**src/rtl/ucode_pkg.sv**
```systemverilog
// ucode_pkg: shared definitions for the microcode sequencer.
//  - micro-op opcode encodings and 28-bit micro-op word layout (field offsets + struct)
//  - ENTRY table: micro-ROM entry point per macro-op (0=MUL, 1=POPCNT, 2=ABSDIFF, 3=reserved)
//  - sequencer state enum
//  - uop(): builds a micro-op word from its fields, used by the ROM table
package ucode_pkg;

  localparam int unsigned DATA_W = 32;
  localparam int unsigned REG_AW = 4;
  localparam int unsigned OP_W   = 4;
  localparam int unsigned IMM_W  = 12;
  localparam int unsigned UOP_W  = OP_W + 3 * REG_AW + IMM_W;

  // Field offsets inside the micro-op word {op, rd, rs1, rs2, imm}
  localparam int unsigned IMM_LSB = 0;
  localparam int unsigned RS2_LSB = IMM_LSB + IMM_W;
  localparam int unsigned RS1_LSB = RS2_LSB + REG_AW;
  localparam int unsigned RD_LSB  = RS1_LSB + REG_AW;
  localparam int unsigned OP_LSB  = RD_LSB + REG_AW;

  typedef enum logic [OP_W-1:0] {
    OP_NOP  = 4'h0,
    OP_LDA  = 4'h1,
    OP_LDB  = 4'h2,
    OP_MOVI = 4'h3,
    OP_ADD  = 4'h4,
    OP_SUB  = 4'h5,
    OP_AND  = 4'h6,
    OP_SHL1 = 4'h7,
    OP_SHR1 = 4'h8,
    OP_SLTU = 4'h9,
    OP_BNZ  = 4'hA,
    OP_OUT  = 4'hB,
    OP_END  = 4'hC
  } uop_e;

  typedef struct packed {
    uop_e              op;
    logic [REG_AW-1:0] rd;
    logic [REG_AW-1:0] rs1;
    logic [REG_AW-1:0] rs2;
    logic [IMM_W-1:0]  imm;
  } uop_t;

  typedef enum logic [1:0] {
    ST_IDLE = 2'd0,
    ST_EXEC = 2'd1,
    ST_DONE = 2'd2
  } state_e;

  // Micro-ROM entry point per macro-op
  localparam int unsigned ENTRY [4] = '{32'd0, 32'd16, 32'd32, 32'd48};

  function automatic uop_t uop(input uop_e op, input logic [REG_AW-1:0] rd,
                               input logic [REG_AW-1:0] rs1, input logic [REG_AW-1:0] rs2,
                               input logic [IMM_W-1:0] imm);
    logic [UOP_W-1:0] w;
    w = '0;
    w[OP_LSB  +: OP_W]   = op;
    w[RD_LSB  +: REG_AW] = rd;
    w[RS1_LSB +: REG_AW] = rs1;
    w[RS2_LSB +: REG_AW] = rs2;
    w[IMM_LSB +: IMM_W]  = imm;
    return uop_t'(w);
  endfunction

endpackage

```
**src/rtl/ucode_sequencer_if.sv**
```systemverilog
// ucode_sequencer_if: macro-op request bus plus ghost register file port.
//  start/macro_op/op_a/op_b/hold        requester -> sequencer
//  busy/done/err/result                 sequencer -> requester
//  g_rd/g_rs1/g_rs2/g_write/g_wdata     sequencer -> ghost file
//  g_rs1_data/g_rs2_data                ghost file -> sequencer (combinational read)
//  modport slave  : the sequencer
//  modport master : requester + ghost file side
interface ucode_sequencer_if;
  import ucode_pkg::*;

  logic              start;
  logic [1:0]        macro_op;
  logic [DATA_W-1:0] op_a;
  logic [DATA_W-1:0] op_b;
  logic              hold;
  logic              busy;
  logic              done;
  logic              err;
  logic [DATA_W-1:0] result;
  logic [REG_AW-1:0] g_rd;
  logic [REG_AW-1:0] g_rs1;
  logic [REG_AW-1:0] g_rs2;
  logic              g_write;
  logic [DATA_W-1:0] g_wdata;
  logic [DATA_W-1:0] g_rs1_data;
  logic [DATA_W-1:0] g_rs2_data;

  modport slave (
    input  start, macro_op, op_a, op_b, hold, g_rs1_data, g_rs2_data,
    output busy, done, err, result, g_rd, g_rs1, g_rs2, g_write, g_wdata
  );

  modport master (
    output start, macro_op, op_a, op_b, hold, g_rs1_data, g_rs2_data,
    input  busy, done, err, result, g_rd, g_rs1, g_rs2, g_write, g_wdata
  );

endinterface

```
**src/rtl/ucode_rom.sv**
```systemverilog
// ucode_rom: asynchronous-read micro-ROM holding the four macro-op programs.
//  i_addr   in  UPC_W  micro-PC
//  o_uop_c  out 28     micro-op word at i_addr (combinational)
// Unlisted addresses read as NOP.
module ucode_rom
  import ucode_pkg::*;
#(
  parameter int unsigned UPC_W = 6
) (
  input  logic [UPC_W-1:0] i_addr,
  output uop_t             o_uop_c
);

  always_comb begin
    o_uop_c = '0;
    case (32'(i_addr))
      // MUL: shift-add over the bits of b; r1=a (shifted), r2=b, r3=acc, r4=1
      0:  o_uop_c = uop(OP_LDA,  4'd1, 4'd0, 4'd0, 12'd0);
      1:  o_uop_c = uop(OP_LDB,  4'd2, 4'd0, 4'd0, 12'd0);
      2:  o_uop_c = uop(OP_MOVI, 4'd3, 4'd0, 4'd0, 12'd0);
      3:  o_uop_c = uop(OP_MOVI, 4'd4, 4'd0, 4'd0, 12'd1);
      4:  o_uop_c = uop(OP_BNZ,  4'd0, 4'd2, 4'd0, 12'd6);
      5:  o_uop_c = uop(OP_BNZ,  4'd0, 4'd4, 4'd0, 12'd14);  // r4==1: unconditional jump
      6:  o_uop_c = uop(OP_AND,  4'd5, 4'd2, 4'd4, 12'd0);
      7:  o_uop_c = uop(OP_BNZ,  4'd0, 4'd5, 4'd0, 12'd12);
      8:  o_uop_c = uop(OP_SHL1, 4'd1, 4'd1, 4'd0, 12'd0);
      9:  o_uop_c = uop(OP_SHR1, 4'd2, 4'd2, 4'd0, 12'd0);
      10: o_uop_c = uop(OP_BNZ,  4'd0, 4'd2, 4'd0, 12'd6);
      11: o_uop_c = uop(OP_BNZ,  4'd0, 4'd4, 4'd0, 12'd14);
      12: o_uop_c = uop(OP_ADD,  4'd3, 4'd3, 4'd1, 12'd0);
      13: o_uop_c = uop(OP_BNZ,  4'd0, 4'd4, 4'd0, 12'd8);
      14: o_uop_c = uop(OP_OUT,  4'd0, 4'd3, 4'd0, 12'd0);
      15: o_uop_c = uop(OP_END,  4'd0, 4'd0, 4'd0, 12'd0);
      // POPCNT: accumulate bit 0 while shifting a right until zero
      16: o_uop_c = uop(OP_LDA,  4'd1, 4'd0, 4'd0, 12'd0);
      17: o_uop_c = uop(OP_MOVI, 4'd3, 4'd0, 4'd0, 12'd0);
      18: o_uop_c = uop(OP_MOVI, 4'd4, 4'd0, 4'd0, 12'd1);
      19: o_uop_c = uop(OP_AND,  4'd5, 4'd1, 4'd4, 12'd0);
      20: o_uop_c = uop(OP_ADD,  4'd3, 4'd3, 4'd5, 12'd0);
      21: o_uop_c = uop(OP_SHR1, 4'd1, 4'd1, 4'd0, 12'd0);
      22: o_uop_c = uop(OP_BNZ,  4'd0, 4'd1, 4'd0, 12'd19);
      23: o_uop_c = uop(OP_OUT,  4'd0, 4'd3, 4'd0, 12'd0);
      24: o_uop_c = uop(OP_END,  4'd0, 4'd0, 4'd0, 12'd0);
      // ABSDIFF: subtract the smaller operand from the larger
      32: o_uop_c = uop(OP_LDA,  4'd1, 4'd0, 4'd0, 12'd0);
      33: o_uop_c = uop(OP_LDB,  4'd2, 4'd0, 4'd0, 12'd0);
      34: o_uop_c = uop(OP_SLTU, 4'd5, 4'd1, 4'd2, 12'd0);
      35: o_uop_c = uop(OP_BNZ,  4'd0, 4'd5, 4'd0, 12'd39);
      36: o_uop_c = uop(OP_SUB,  4'd3, 4'd1, 4'd2, 12'd0);
      37: o_uop_c = uop(OP_OUT,  4'd0, 4'd3, 4'd0, 12'd0);
      38: o_uop_c = uop(OP_END,  4'd0, 4'd0, 4'd0, 12'd0);
      39: o_uop_c = uop(OP_SUB,  4'd3, 4'd2, 4'd1, 12'd0);
      40: o_uop_c = uop(OP_OUT,  4'd0, 4'd3, 4'd0, 12'd0);
      41: o_uop_c = uop(OP_END,  4'd0, 4'd0, 4'd0, 12'd0);
      // Reserved macro-op: r0 is zeroed first so the result never depends on stale state
      48: o_uop_c = uop(OP_MOVI, 4'd0, 4'd0, 4'd0, 12'd0);
      49: o_uop_c = uop(OP_OUT,  4'd0, 4'd0, 4'd0, 12'd0);
      50: o_uop_c = uop(OP_END,  4'd0, 4'd0, 4'd0, 12'd0);
      default: o_uop_c = '0;
    endcase
  end

endmodule

```
**src/rtl/ucode_sequencer.sv**
```systemverilog
// ucode_sequencer: steps the micro-ROM one micro-op per cycle on behalf of a macro-op,
// driving the ghost register file read/write ports and returning a 32-bit result.
//  clk, rst  clock; synchronous active-high reset
//  bus       ucode_sequencer_if.slave (request handshake + ghost file port)
// Optional: UCODE_WATCHDOG_EN adds a step counter that aborts a program after MAX_STEPS
// executed micro-ops (done+err, result 0). Without it err is tied low.
module ucode_sequencer
  import ucode_pkg::*;
#(
  parameter int unsigned UPC_W     = 6,
  parameter int unsigned MAX_STEPS = 256
) (
  input  logic               clk,
  input  logic               rst,
  ucode_sequencer_if.slave   bus
);

  state_e            r_state, w_state_nxt;
  logic [UPC_W-1:0]  r_upc, w_upc_nxt;
  logic [DATA_W-1:0] r_result, w_result_nxt;
  logic              r_err, w_err_nxt;
  logic              w_abort;
  uop_t              w_uop;

  logic              w_g_write_c;
  logic [REG_AW-1:0] w_g_rd_c, w_g_rs1_c, w_g_rs2_c;
  logic [DATA_W-1:0] w_g_wdata_c;

  ucode_rom #(.UPC_W(UPC_W)) u_rom (
    .i_addr  (r_upc),
    .o_uop_c (w_uop)
  );

`ifdef UCODE_WATCHDOG_EN
  localparam int unsigned STEP_W = $clog2(MAX_STEPS + 1);
  logic [STEP_W-1:0] r_steps;

  // Counts executed (non-held) micro-ops of the current macro-op
  always_ff @(posedge clk) begin
    if (rst) begin
      r_steps <= '0;
    end else if (r_state == ST_IDLE && bus.start) begin
      r_steps <= '0;
    end else if (r_state == ST_EXEC && !bus.hold && !w_abort) begin
      r_steps <= r_steps + STEP_W'(1);
    end
  end

  assign w_abort = (r_steps == STEP_W'(MAX_STEPS));
`else
  // MAX_STEPS only matters when the watchdog is built in
  logic w_unused_cfg;
  assign w_unused_cfg = ^32'(MAX_STEPS);
  assign w_abort      = 1'b0;
`endif

  // State, micro-PC and result registers
  always_ff @(posedge clk) begin
    if (rst) begin
      r_state  <= ST_IDLE;
      r_upc    <= '0;
      r_result <= '0;
      r_err    <= 1'b0;
    end else begin
      r_state  <= w_state_nxt;
      r_upc    <= w_upc_nxt;
      r_result <= w_result_nxt;
      r_err    <= w_err_nxt;
    end
  end

  // Next-state and micro-op execution; ghost ports are only driven by a live, non-held EXEC cycle
  always_comb begin
    w_state_nxt  = r_state;
    w_upc_nxt    = r_upc;
    w_result_nxt = r_result;
    w_err_nxt    = 1'b0;
    w_g_write_c  = 1'b0;
    w_g_rd_c     = '0;
    w_g_rs1_c    = '0;
    w_g_rs2_c    = '0;
    w_g_wdata_c  = '0;

    unique case (r_state)
      ST_IDLE: begin
        if (bus.start) begin
          w_upc_nxt   = UPC_W'(ENTRY[bus.macro_op]);
          w_state_nxt = ST_EXEC;
        end
      end

      ST_EXEC: begin
        if (!bus.hold) begin
          if (w_abort) begin
            w_state_nxt  = ST_DONE;
            w_err_nxt    = 1'b1;
            w_result_nxt = '0;
          end else begin
            w_upc_nxt = r_upc + UPC_W'(1);
            case (w_uop.op)
              OP_LDA: begin
                w_g_rd_c    = w_uop.rd;
                w_g_write_c = 1'b1;
                w_g_wdata_c = bus.op_a;
              end
              OP_LDB: begin
                w_g_rd_c    = w_uop.rd;
                w_g_write_c = 1'b1;
                w_g_wdata_c = bus.op_b;
              end
              OP_MOVI: begin
                w_g_rd_c    = w_uop.rd;
                w_g_write_c = 1'b1;
                w_g_wdata_c = DATA_W'(w_uop.imm);
              end
              OP_ADD, OP_SUB, OP_AND, OP_SLTU: begin
                w_g_rd_c    = w_uop.rd;
                w_g_rs1_c   = w_uop.rs1;
                w_g_rs2_c   = w_uop.rs2;
                w_g_write_c = 1'b1;
                case (w_uop.op)
                  OP_ADD:  w_g_wdata_c = bus.g_rs1_data + bus.g_rs2_data;
                  OP_SUB:  w_g_wdata_c = bus.g_rs1_data - bus.g_rs2_data;
                  OP_AND:  w_g_wdata_c = bus.g_rs1_data & bus.g_rs2_data;
                  default: w_g_wdata_c = DATA_W'(bus.g_rs1_data < bus.g_rs2_data);
                endcase
              end
              OP_SHL1: begin
                w_g_rd_c    = w_uop.rd;
                w_g_rs1_c   = w_uop.rs1;
                w_g_write_c = 1'b1;
                w_g_wdata_c = {bus.g_rs1_data[DATA_W-2:0], 1'b0};
              end
              OP_SHR1: begin
                w_g_rd_c    = w_uop.rd;
                w_g_rs1_c   = w_uop.rs1;
                w_g_write_c = 1'b1;
                w_g_wdata_c = {1'b0, bus.g_rs1_data[DATA_W-1:1]};
              end
              OP_BNZ: begin
                w_g_rs1_c = w_uop.rs1;
                if (bus.g_rs1_data != '0) begin
                  w_upc_nxt = w_uop.imm[UPC_W-1:0];
                end
              end
              OP_OUT: begin
                w_g_rs1_c    = w_uop.rs1;
                w_result_nxt = bus.g_rs1_data;
              end
              OP_END: begin
                w_state_nxt = ST_DONE;
              end
              default: ;  // NOP and reserved opcodes
            endcase
          end
        end
      end

      ST_DONE: w_state_nxt = ST_IDLE;

      default: w_state_nxt = ST_IDLE;
    endcase
  end

  assign bus.busy    = (r_state == ST_EXEC);
  assign bus.done    = (r_state == ST_DONE);
  assign bus.err     = r_err;
  assign bus.result  = r_result;
  assign bus.g_write = w_g_write_c;
  assign bus.g_rd    = w_g_rd_c;
  assign bus.g_rs1   = w_g_rs1_c;
  assign bus.g_rs2   = w_g_rs2_c;
  assign bus.g_wdata = w_g_wdata_c;

endmodule

```
**src/flat_wrapper.sv**
```systemverilog
// flat-port wrapper written by rule: the top's interface ports become plain ports
module ucode_sequencer_flat import ucode_pkg::*;
#(
  parameter int unsigned UPC_W     = 6,
  parameter int unsigned MAX_STEPS = 256
)
  (clk, rst, bus_start, bus_macro_op, bus_op_a, bus_op_b, bus_hold, bus_g_rs1_data, bus_g_rs2_data, bus_busy, bus_done, bus_err, bus_result, bus_g_rd, bus_g_rs1, bus_g_rs2, bus_g_write, bus_g_wdata);
  ucode_sequencer_if bus_i ();
  input  logic clk;
  input  logic rst;
  input wire logic [$bits(bus_i.start)-1:0] bus_start;
  input wire logic [$bits(bus_i.macro_op)-1:0] bus_macro_op;
  input wire logic [$bits(bus_i.op_a)-1:0] bus_op_a;
  input wire logic [$bits(bus_i.op_b)-1:0] bus_op_b;
  input wire logic [$bits(bus_i.hold)-1:0] bus_hold;
  input wire logic [$bits(bus_i.g_rs1_data)-1:0] bus_g_rs1_data;
  input wire logic [$bits(bus_i.g_rs2_data)-1:0] bus_g_rs2_data;
  output wire logic [$bits(bus_i.busy)-1:0] bus_busy;
  output wire logic [$bits(bus_i.done)-1:0] bus_done;
  output wire logic [$bits(bus_i.err)-1:0] bus_err;
  output wire logic [$bits(bus_i.result)-1:0] bus_result;
  output wire logic [$bits(bus_i.g_rd)-1:0] bus_g_rd;
  output wire logic [$bits(bus_i.g_rs1)-1:0] bus_g_rs1;
  output wire logic [$bits(bus_i.g_rs2)-1:0] bus_g_rs2;
  output wire logic [$bits(bus_i.g_write)-1:0] bus_g_write;
  output wire logic [$bits(bus_i.g_wdata)-1:0] bus_g_wdata;
  assign bus_i.start = bus_start;
  assign bus_i.macro_op = bus_macro_op;
  assign bus_i.op_a = bus_op_a;
  assign bus_i.op_b = bus_op_b;
  assign bus_i.hold = bus_hold;
  assign bus_i.g_rs1_data = bus_g_rs1_data;
  assign bus_i.g_rs2_data = bus_g_rs2_data;
  assign bus_busy = bus_i.busy;
  assign bus_done = bus_i.done;
  assign bus_err = bus_i.err;
  assign bus_result = bus_i.result;
  assign bus_g_rd = bus_i.g_rd;
  assign bus_g_rs1 = bus_i.g_rs1;
  assign bus_g_rs2 = bus_i.g_rs2;
  assign bus_g_write = bus_i.g_write;
  assign bus_g_wdata = bus_i.g_wdata;
  ucode_sequencer #(.UPC_W(UPC_W), .MAX_STEPS(MAX_STEPS)) u_core (.clk(clk), .rst(rst), .bus(bus_i));
endmodule
```
**config.mk**
```make
export PLATFORM = sky130hd
export DESIGN_NAME = ucode_sequencer_flat
export DESIGN_NICKNAME = d
export VERILOG_FILES = /design/src/rtl/ucode_pkg.sv /design/src/rtl/ucode_sequencer_if.sv /design/src/rtl/ucode_rom.sv /design/src/rtl/ucode_sequencer.sv /design/src/flat_wrapper.sv
export SDC_FILE = /design/constraint.sdc
export NUM_CORES = 1
export LEC_CHECK = 0
export CAP_MARGIN = 30
export CELL_PAD_IN_SITES_DETAIL_PLACEMENT = 1
export CELL_PAD_IN_SITES_GLOBAL_PLACEMENT = 1
export CORE_MARGIN = 3
export CORE_UTILIZATION = 35
export DETAILED_ROUTE_END_ITERATION = 6
export HOLD_SLACK_MARGIN = 0.12
export PLACE_DENSITY_LB_ADDON = 0.1
export RECOVER_POWER = 100
export SLEW_MARGIN = 25
export SYNTH_ARGS = -nofsm -noshare
export SYNTH_HDL_FRONTEND = slang
export SYNTH_SLANG_ARGS = --single-unit
```
**constraint.sdc**
```tcl
create_clock -name clk -period 3.75 [get_ports clk]
set_clock_uncertainty 0.2 [all_clocks]
set_input_delay 0.5625 -clock clk [delete_from_list [all_inputs] [get_ports clk]]
set_output_delay 0.5625 -clock clk [all_outputs]
set_load 0.1 [all_outputs]
```
==> results_dict.tcl, run 1 <==
set metrics [dict create \
    status "aborted with a tool error" \
    lastStage "5_1_grt" \
    stop_error "[ERROR GRT-0232] Routing congestion too high. Check the congestion heatmap in the GUI." \
    cts.sinks 59 \
    synth.distinct_cells 95 \
    port-buffer-count 209 \
    cts.path.max_buffers 2 \
    clockRootBuffer "clkbuf_16" \
    dp_hpwl_um 36390 \
    synth_ff_type "dfxtp_1" \
    rows 54 \
    fp.dieW_um 156.9 \
    netlist_area_um2 7973 \
    synth_edf_count 0 \
    yosys.area.top_type "dfxtp_1" \
    cts_htree_levels 3 \
    io-pin-count 214 \
    antenna_found_initial 9 \
    crit_endpoint "bus_g_wdata[31]" \
    die_height_um 156.9 \
    synthCells 1134 \
    avgSynthCellArea_um2 7.031 \
    start_util_pct 36.09 \
    cts_buffers 9 \
    grt-ovfl-total 29 \
    yosys.area.top_type_share_pct 14.81 \
    grt_max_degree 32 \
    place_ws_ns -1.096 \
    yosys-top-cells-area "dfxtp_1 15%, ha_1 12%, a21oi_1 7.6%" \
    grt_use_total_pct 76.04 \
    synth-seq-area-share_pct 14.81 \
    cts_hold_buffers 0 \
    gp_congestion 0.9525 \
    ys_async_sr_fraction_pct 0 \
    ys_warn_count 0 \
    ys_ff_latch 59 \
    worstEpCategory "top-level output" \
]
## per-layer routing
| layer | global-route usage [%] | overflow |
|---|---|---|
| met1 | 75.11 | 0 |
| met2 | 93.15 | 11 |
| met5 | 19.44 | 0 |
| met4 | 80.58 | 16 |
| met3 | 59.39 | 2 |
## logic make-up after synthesis
group	after synthesis	share of synthesized area (%)
adders and majority gates	79	12.59
other	1	0.04704
DFF	59	14.81
AOI/OAI and AO/OA	444	39.03
buffers and inverters	160	8.317
muxes	11	1.397
xor gates and xnor gates	8	0.8789
and+or+nand+nor	372	22.93
## timing repair
action / CTS
endpoints found under the setup margin: 48
gates resized for setup: 326
buffers inserted: 30
gates cloned: 0
pin swaps: 96
## Yosys cell counts (5+ instances only)
master	n
dfxtp_1	59
o311a_1	5
buf_2	7
a31oi_1	27
o21ai_1	13
a22oi_1	37
or2_2	5
o21a_1	11
nor4_2	5
mux2i_1	10
a22o_1	5
a222oi_1	25
o21bai_1	22
o221ai_1	7
nand3_1	26
a21o_1	10
buf_1	9
inv_1	73
buf_4	9
ha_1	77
nand2b_1	21
nor4_1	12
a221oi_1	12
a211oi_1	7
o31ai_1	12
nand2_1	129
o21ai_0	49
nor2_1	82
o22ai_1	11
a21oi_1	121
o211ai_1	8
nor3_1	28
nor2b_1	8
and2_1	11
xnor2_1	7
a221o_1	13
and3_1	10
clkbuf_1	54
nand4_1	5
## metrics by stage
stage / util [%] / std cells / setup TNS, ns / hold slack, ns / area, um2
floorplan: - / 1137 / -1.205 / 0.3005 / 8571
global placement: 61.76 / 1882 / -25.34 / 0.2416 / 13650
detailed placement: 62.26 / 1886 / -28.87 / 0.2506 / 13760
CTS: 68.67 / 1929 / -5.419 / 0.2596 / 15170
==> inputs of run 2 (changes only) <==
--- a/config.mk
+++ b/config.mk
@@ -6,13 +6,10 @@
 export NUM_CORES = 1
 export LEC_CHECK = 0
 export CAP_MARGIN = 30
-export CELL_PAD_IN_SITES_DETAIL_PLACEMENT = 1
-export CELL_PAD_IN_SITES_GLOBAL_PLACEMENT = 1
 export CORE_MARGIN = 3
 export CORE_UTILIZATION = 35
 export DETAILED_ROUTE_END_ITERATION = 6
-export HOLD_SLACK_MARGIN = 0.12
-export PLACE_DENSITY_LB_ADDON = 0.1
+export PLACE_DENSITY_LB_ADDON = 0.15
 export RECOVER_POWER = 100
 export SLEW_MARGIN = 25
 export SYNTH_ARGS = -nofsm -noshare
==> results_dict.tcl, run 2 <==
set metrics [dict create \
    rr_worst_depth 11 \
    whs_ns 0.2477 \
    synth_ff_type "dfxtp_1" \
    crit_path_start "bus_g_rs1_data[1]" \
    routed-via-count 11280 \
    yosys.area.top_type_share_pct 14.81 \
    firstDrtPassIters 7 \
    netlist_area_um2 7973 \
    core_um2 22090 \
    gp_congestion 0.9529 \
    finalMaxSlewViolations 0 \
    crit_path_max_fanout 3 \
    start_util_pct 36.09 \
    slew_headroom_pct 21.95 \
    drt-initial-drc-count 1032 \
    layout_commonest_cell "buf_4" \
    path_clk_slew_ns 0.05 \
    fin_crit_sh_pct 109.8 \
    grt_max_degree 34 \
    final_nets 1843 \
    synth_edf_count 0 \
    timing.fmax_mhz 242.9 \
    cellPowerDensity_nw_per_um2 243.6 \
    fp.dieArea_um2 24630 \
    r2r_end "u_core.u_rom.o_uop_c[24]" \
    max-vdd-ir-drop_mv 0.2647 \
    final_cell_mix "312 x buf_4, 123 x nand2_1, 96 x a21oi_1, 85 x clkdlybuf4s50_1, 70 x nor2_1" \
    ant_nets 0 \
    rows 54 \
    failed_checks "design-rule violations, negative setup slack" \
    clockRootBuffer "clkbuf_16" \
    cts_hold_buffers 0 \
    numPlacedInstances 1851 \
    dp_hpwl_um 30980 \
    port-buffer-count 209 \
    wl_per_cell_um 21.48 \
    die_height_um 156.9 \
    crit_path_end "bus_g_wdata[31]" \
    via_per_inst 5.890 \
    cts_htree_levels 3 \
    io-pin-count 214 \
    insertion_delay_ns 0.32 \
    tritoncts "yes" \
    antenna_found_initial 1 \
    path_class "in -> out" \
    worst_pin_slew_ns 1.176 \
    drive_gt1_share_pct 43.06 \
    largest_reg_flops 32 \
    endpoint_kind "output pin" \
    rrSetupSlack_ns 0.54 \
    status "finished, violations left" \
    ys_async_sr_fraction_pct 0 \
    worstReg2RegStart "u_core.u_rom.o_uop_c[25]" \
    p_leak_nw 6.265 \
    first_global_vias 11074 \
    rsz0062_at_grt "true" \
    cp.required_ns 2.99 \
    hold_depth 2 \
    critPathLaunchType "input port" \
    grt-ovfl-total 0 \
    grt_pass1_wl_um 61800 \
    synth.distinct_cells 95 \
    area_growth_syn_to_layout_pct 90.71 \
    cts.path.max_buffers 2 \
    final.fill_count 1796 \
    fp.dieW_um 156.9 \
    synth-seq-area-share_pct 14.81 \
    hold_viol_final 0 \
    p_total_w 0.003704 \
    ys_warn_count 0 \
    yosys.area.top_type "dfxtp_1" \
    postLayoutSetupSlackWorst_ns -0.3666 \
    route.detailed.drc 3 \
    setup_viol 25 \
    cts.sinks 59 \
    hp-class "reg -> reg" \
    ys_ff_latch 59 \
    setup_tns_ns -4.645 \
    final_core_util_pct 68.82 \
    num_antenna_cells 0 \
    grt_use_total_pct 31.46 \
    drt_wl_total_um 41130 \
    avgSynthCellArea_um2 7.031 \
    fin_cells 1915 \
    yosys-top-cells-count "129 x nand2_1, 121 x a21oi_1, 82 x nor2_1" \
    layout_min_cycle_time_ns 4.117 \
    cts_buffers 9 \
    synth.most_common_cell "nand2_1" \
    synthCells 1134 \
    yosys-top-cells-area "dfxtp_1 15%, ha_1 12%, a21oi_1 7.6%" \
    arrival_ns 3.35 \
    cap_viol_max_count 0 \
]
[run 2: cell counts after synthesis]
Identical to the previous run, type by type.
[run 2: final cells by class]
type	count	area (um2)	share of cell area [%]
clock buffers	11	242.7	1.596
flip-flops and latches	59	1181	7.768
repair buffers	563	5229	34.39
clock inverters	5	100.1	0.6583
inverters	79	335.3	2.205
well taps	280	350.3	2.304
multi-input cells	918	7766	51.08
[run 2: per-layer routing]
layer	track usage, %	vias to the layer above	wire length (um)
met4	12.21	0	1471
met5	0	-	0
met3	6.626	105	3729
li1	-	5225	-
met1	39.82	5389	16320
met2	52.39	561	19620
[run 2: logic make-up after synthesis]
group | count (synthesis) | share of synthesized area (%)
multiplexers | 11 | 1.397
other | 1 | 0.04704
buffers and inverters | 160 | 8.317
AO/OA/AOI/OAI | 444 | 39.03
adder cells (fa/ha/maj) | 79 | 12.59
AND/OR/NAND/NOR | 372 | 22.93
XOR/XNOR | 8 | 0.8789
flip-flops | 59 | 14.81
[run 2: repair_timing]
item                                    in CTS  in global routing
pin swaps                                  104                102
setup buffers                               35                 23
endpoints found under the hold margin        0                  0
resized for setup                          275                125
gates cloned                                 0                  0
endpoints found under the setup margin      48                 37
[run 2: worst min path at each step]
stage | slack (ns) | end | start
2_1_floorplan | 0.30 | u_core.r_state[0] | u_core.r_state[0]
3_3_place_gp | 0.24 | u_core.bus.result[28] | u_core.bus.result[28]
3_5_place_dp | 0.25 | u_core.bus.result[25] | u_core.bus.result[25]
4_1_cts | 0.25 | u_core.bus.result[25] | u_core.bus.result[25]
5_1_grt | 0.27 | u_core.bus.result[28] | u_core.bus.result[28]
6_report | 0.25 | u_core.bus.result[25] | u_core.bus.result[25]
[run 2: power by group]
group          internal [W]  total, W  leakage [nW]  switching [W]
Combinational      0.000955   0.00211          5.62        0.00115
Clock              0.000664  0.000942         0.169       0.000278
Sequential         0.000638  0.000655         0.477      0.0000164
[run 2: per-stage QoR]
step           setup slack [ns]  cell area, um2
5_1_grt                 -0.4551           15200
6_report                -0.3666           15200
2_1_floorplan           -0.4445            8571
3_3_place_gp            -0.9827           13460
3_5_place_dp             -1.029           13480
4_1_cts                 -0.3741           14750
[run 2: worst max-delay path, cell delays in order]
cell,delay (ns)
buf_8,0.11
buf_6,0.12
ha_4,0.28
nor2b_4,0.04
o311a_1,0.32
a211o_2,0.35
o21ai_4,0.15
nand2_2,0.09
a211oi_2,0.28
nor2_2,0.09
a211oi_2,0.25
a221oi_2,0.12
a311oi_4,0.36
buf_12,0.22
Note: power is estimated with default switching activity, not from simulation.
==> inputs of run 3 (changes only) <==
--- a/config.mk
+++ b/config.mk
@@ -7,7 +7,7 @@
 export LEC_CHECK = 0
 export CAP_MARGIN = 30
 export CORE_MARGIN = 3
-export CORE_UTILIZATION = 35
+export CORE_UTILIZATION = 40
 export DETAILED_ROUTE_END_ITERATION = 6
 export PLACE_DENSITY_LB_ADDON = 0.15
 export RECOVER_POWER = 100
==> results_dict.tcl, run 3 (same netlist as run 2, synthesis figures left out) <==
set metrics [dict create \
    area_growth_syn_to_layout_pct 88.03 \
    grt_use_total_pct 35.32 \
    hp-class "reg -> reg" \
    ant_nets 0 \
    fp.dieW_um 147.2 \
    timing.fmax_mhz 242.8 \
    core_um2 19530 \
    cts.sinks 59 \
    tritoncts "yes" \
    whs_ns 0.2490 \
    cap_viol_max_count 0 \
    hold_viol_final 0 \
    fp.dieArea_um2 21660 \
    clockRootBuffer "clkbuf_16" \
    max-vdd-ir-drop_mv 0.2752 \
    firstDrtPassIters 6 \
    cellPowerDensity_nw_per_um2 237.7 \
    place_ws_ns -1.029 \
    wl_per_cell_um 21.63 \
    start_util_pct 40.83 \
    drt_wl_total_um 40790 \
    route.detailed.drc 0 \
    path_class "in -> out" \
    setup_viol 35 \
    failed_checks "negative setup slack" \
    finalInstanceArea_um2 14990 \
    fin_crit_sh_pct 109.8 \
    p_leak_nw 6.184 \
    endpoint_kind "output pin" \
    arrival_ns 3.36 \
    io-pin-count 214 \
    final_nets 1830 \
    grt_pass1_wl_um 61620 \
    rsz0062_at_grt "true" \
    cp.required_ns 2.99 \
    first_global_vias 11191 \
    largest_reg_flops 32 \
    drt-initial-drc-count 1171 \
    layout_min_cycle_time_ns 4.118 \
    finalMaxSlewViolations 0 \
    final_cell_mix "304 x buf_4, 122 x nand2_1, 92 x a21oi_1, 86 x clkdlybuf4s50_1, 70 x nor2_1" \
    cts_hold_buffers 0 \
    crit_path_max_fanout 6 \
    cts.path.max_buffers 2 \
    cts_buffers 9 \
    placed_area_um2 13490 \
    cts_htree_levels 3 \
    routed-via-count 11325 \
    antenna_found_initial 1 \
    num_antenna_cells 0 \
    port-buffer-count 209 \
    worst_pin_slew_ns 1.206 \
    layout_commonest_cell "buf_4" \
    via_per_inst 6.005 \
    final.fill_count 1412 \
    postLayoutSetupSlackWorst_ns -0.3685 \
    insertion_delay_ns 0.32 \
    die_height_um 147.2 \
    p_total_w 0.003563 \
    gp_congestion 0.9780 \
    rows 51 \
    critPathLaunchType "input port" \
    drive_gt1_share_pct 42.44 \
    dp_hpwl_um 30820 \
    status "finished, violations left" \
    path_clk_slew_ns 0.05 \
    slew_headroom_pct 19.92 \
    grt-ovfl-total 0 \
    grt_max_degree 34 \
]
-- run 3: cell count changes in the layout (fill, tap and decap cells not counted), moves of 3 or more --
cell	delta
a21oi_4	-3
a21oi_1	-4
buf_6	-4
bufinv_16	-3
o21ai_0	-3
buf_2	-3
clkbuf_2	-3
clkbuf_8	+4
buf_4	-8
nor4_4	-3
inv_2	-5
a21oi_2	+7
dlygate4sd2_1	+5
-- run 3: layout make-up --
type	count	area, um2	share of cell area [%]
repair buffers	550	5096	34.00
clock buffers	14	294.0	1.961
clock inverters	1	5.005	0.03339
inverters	79	345.3	2.304
well taps	265	331.6	2.212
multi-input cells	918	7737	51.62
flip-flops and latches	59	1181	7.879
-- run 3: metrics by stage --
step,setup TNS (ns),util [%],cells
finish,-5.266,76.77,1886
global route,-9.544,76.77,1886
CTS,-4.161,75.55,1875
detailed placement,-33.35,69.11,1836
global placement,-33.57,69.11,1836
floorplan,-1.205,-,1137
-- run 3: path summary, 6_finish.rpt --
kind	start	to	slack (ns)	cells past startpoint
worst min-delay path	u_core.bus.result[11]	u_core.bus.result[11]	0.25	2
worst max-delay path	bus_g_rs2_data[19]	bus_g_wdata[24]	-0.37	16
worst max register to register	u_core.u_rom.o_uop_c[25]	u_core.u_rom.o_uop_c[16]	0.42	14
worst min register to register	u_core.bus.result[11]	u_core.bus.result[11]	0.25	2
-- run 3: report_power, final --
part	internal, W	switching [W]	total (W)
logic	0.000955	0.00115	0.00210
registers	0.000639	0.0000166	0.000655
clock network	0.000532	0.000272	0.000804
-- run 3: timing repair --
action,4_1_cts,5_1_grt
setup endpoints to repair,48,43
resized for setup,310,80
pin swaps,110,74
buffers inserted,27,15
-- run 3: worst max-delay path, cell delays in order --
cell and delay [ns]:
dlygate4sd2_1 0.26, inv_1 0.10, ha_4 0.25, buf_4 0.16, a21o_1 0.18, a21oi_1 0.23, o21bai_1 0.16, nand2_1 0.11
o21ai_2 0.07, buf_4 0.13, o31a_1 0.26, nor2_1 0.11, xnor2_1 0.15, nor2_1 0.07, o31a_2 0.38, buf_12 0.18
-- run 3: metal layers --
| layer | part of all wire, % | global-route usage [%] | vias to the layer above | wire, um |
|---|---|---|---|---|
| li1 | - | - | 5200 | - |
| met1 | 40 | 45.22 | 5456 | 16270 |
| met2 | 49 | 60.71 | 581 | 19860 |
| met5 | 0.032 | 0 | - | 13 |
| met4 | 2.9 | 12.02 | 2 | 1174 |
| met3 | 8.5 | 5.398 | 86 | 3467 |
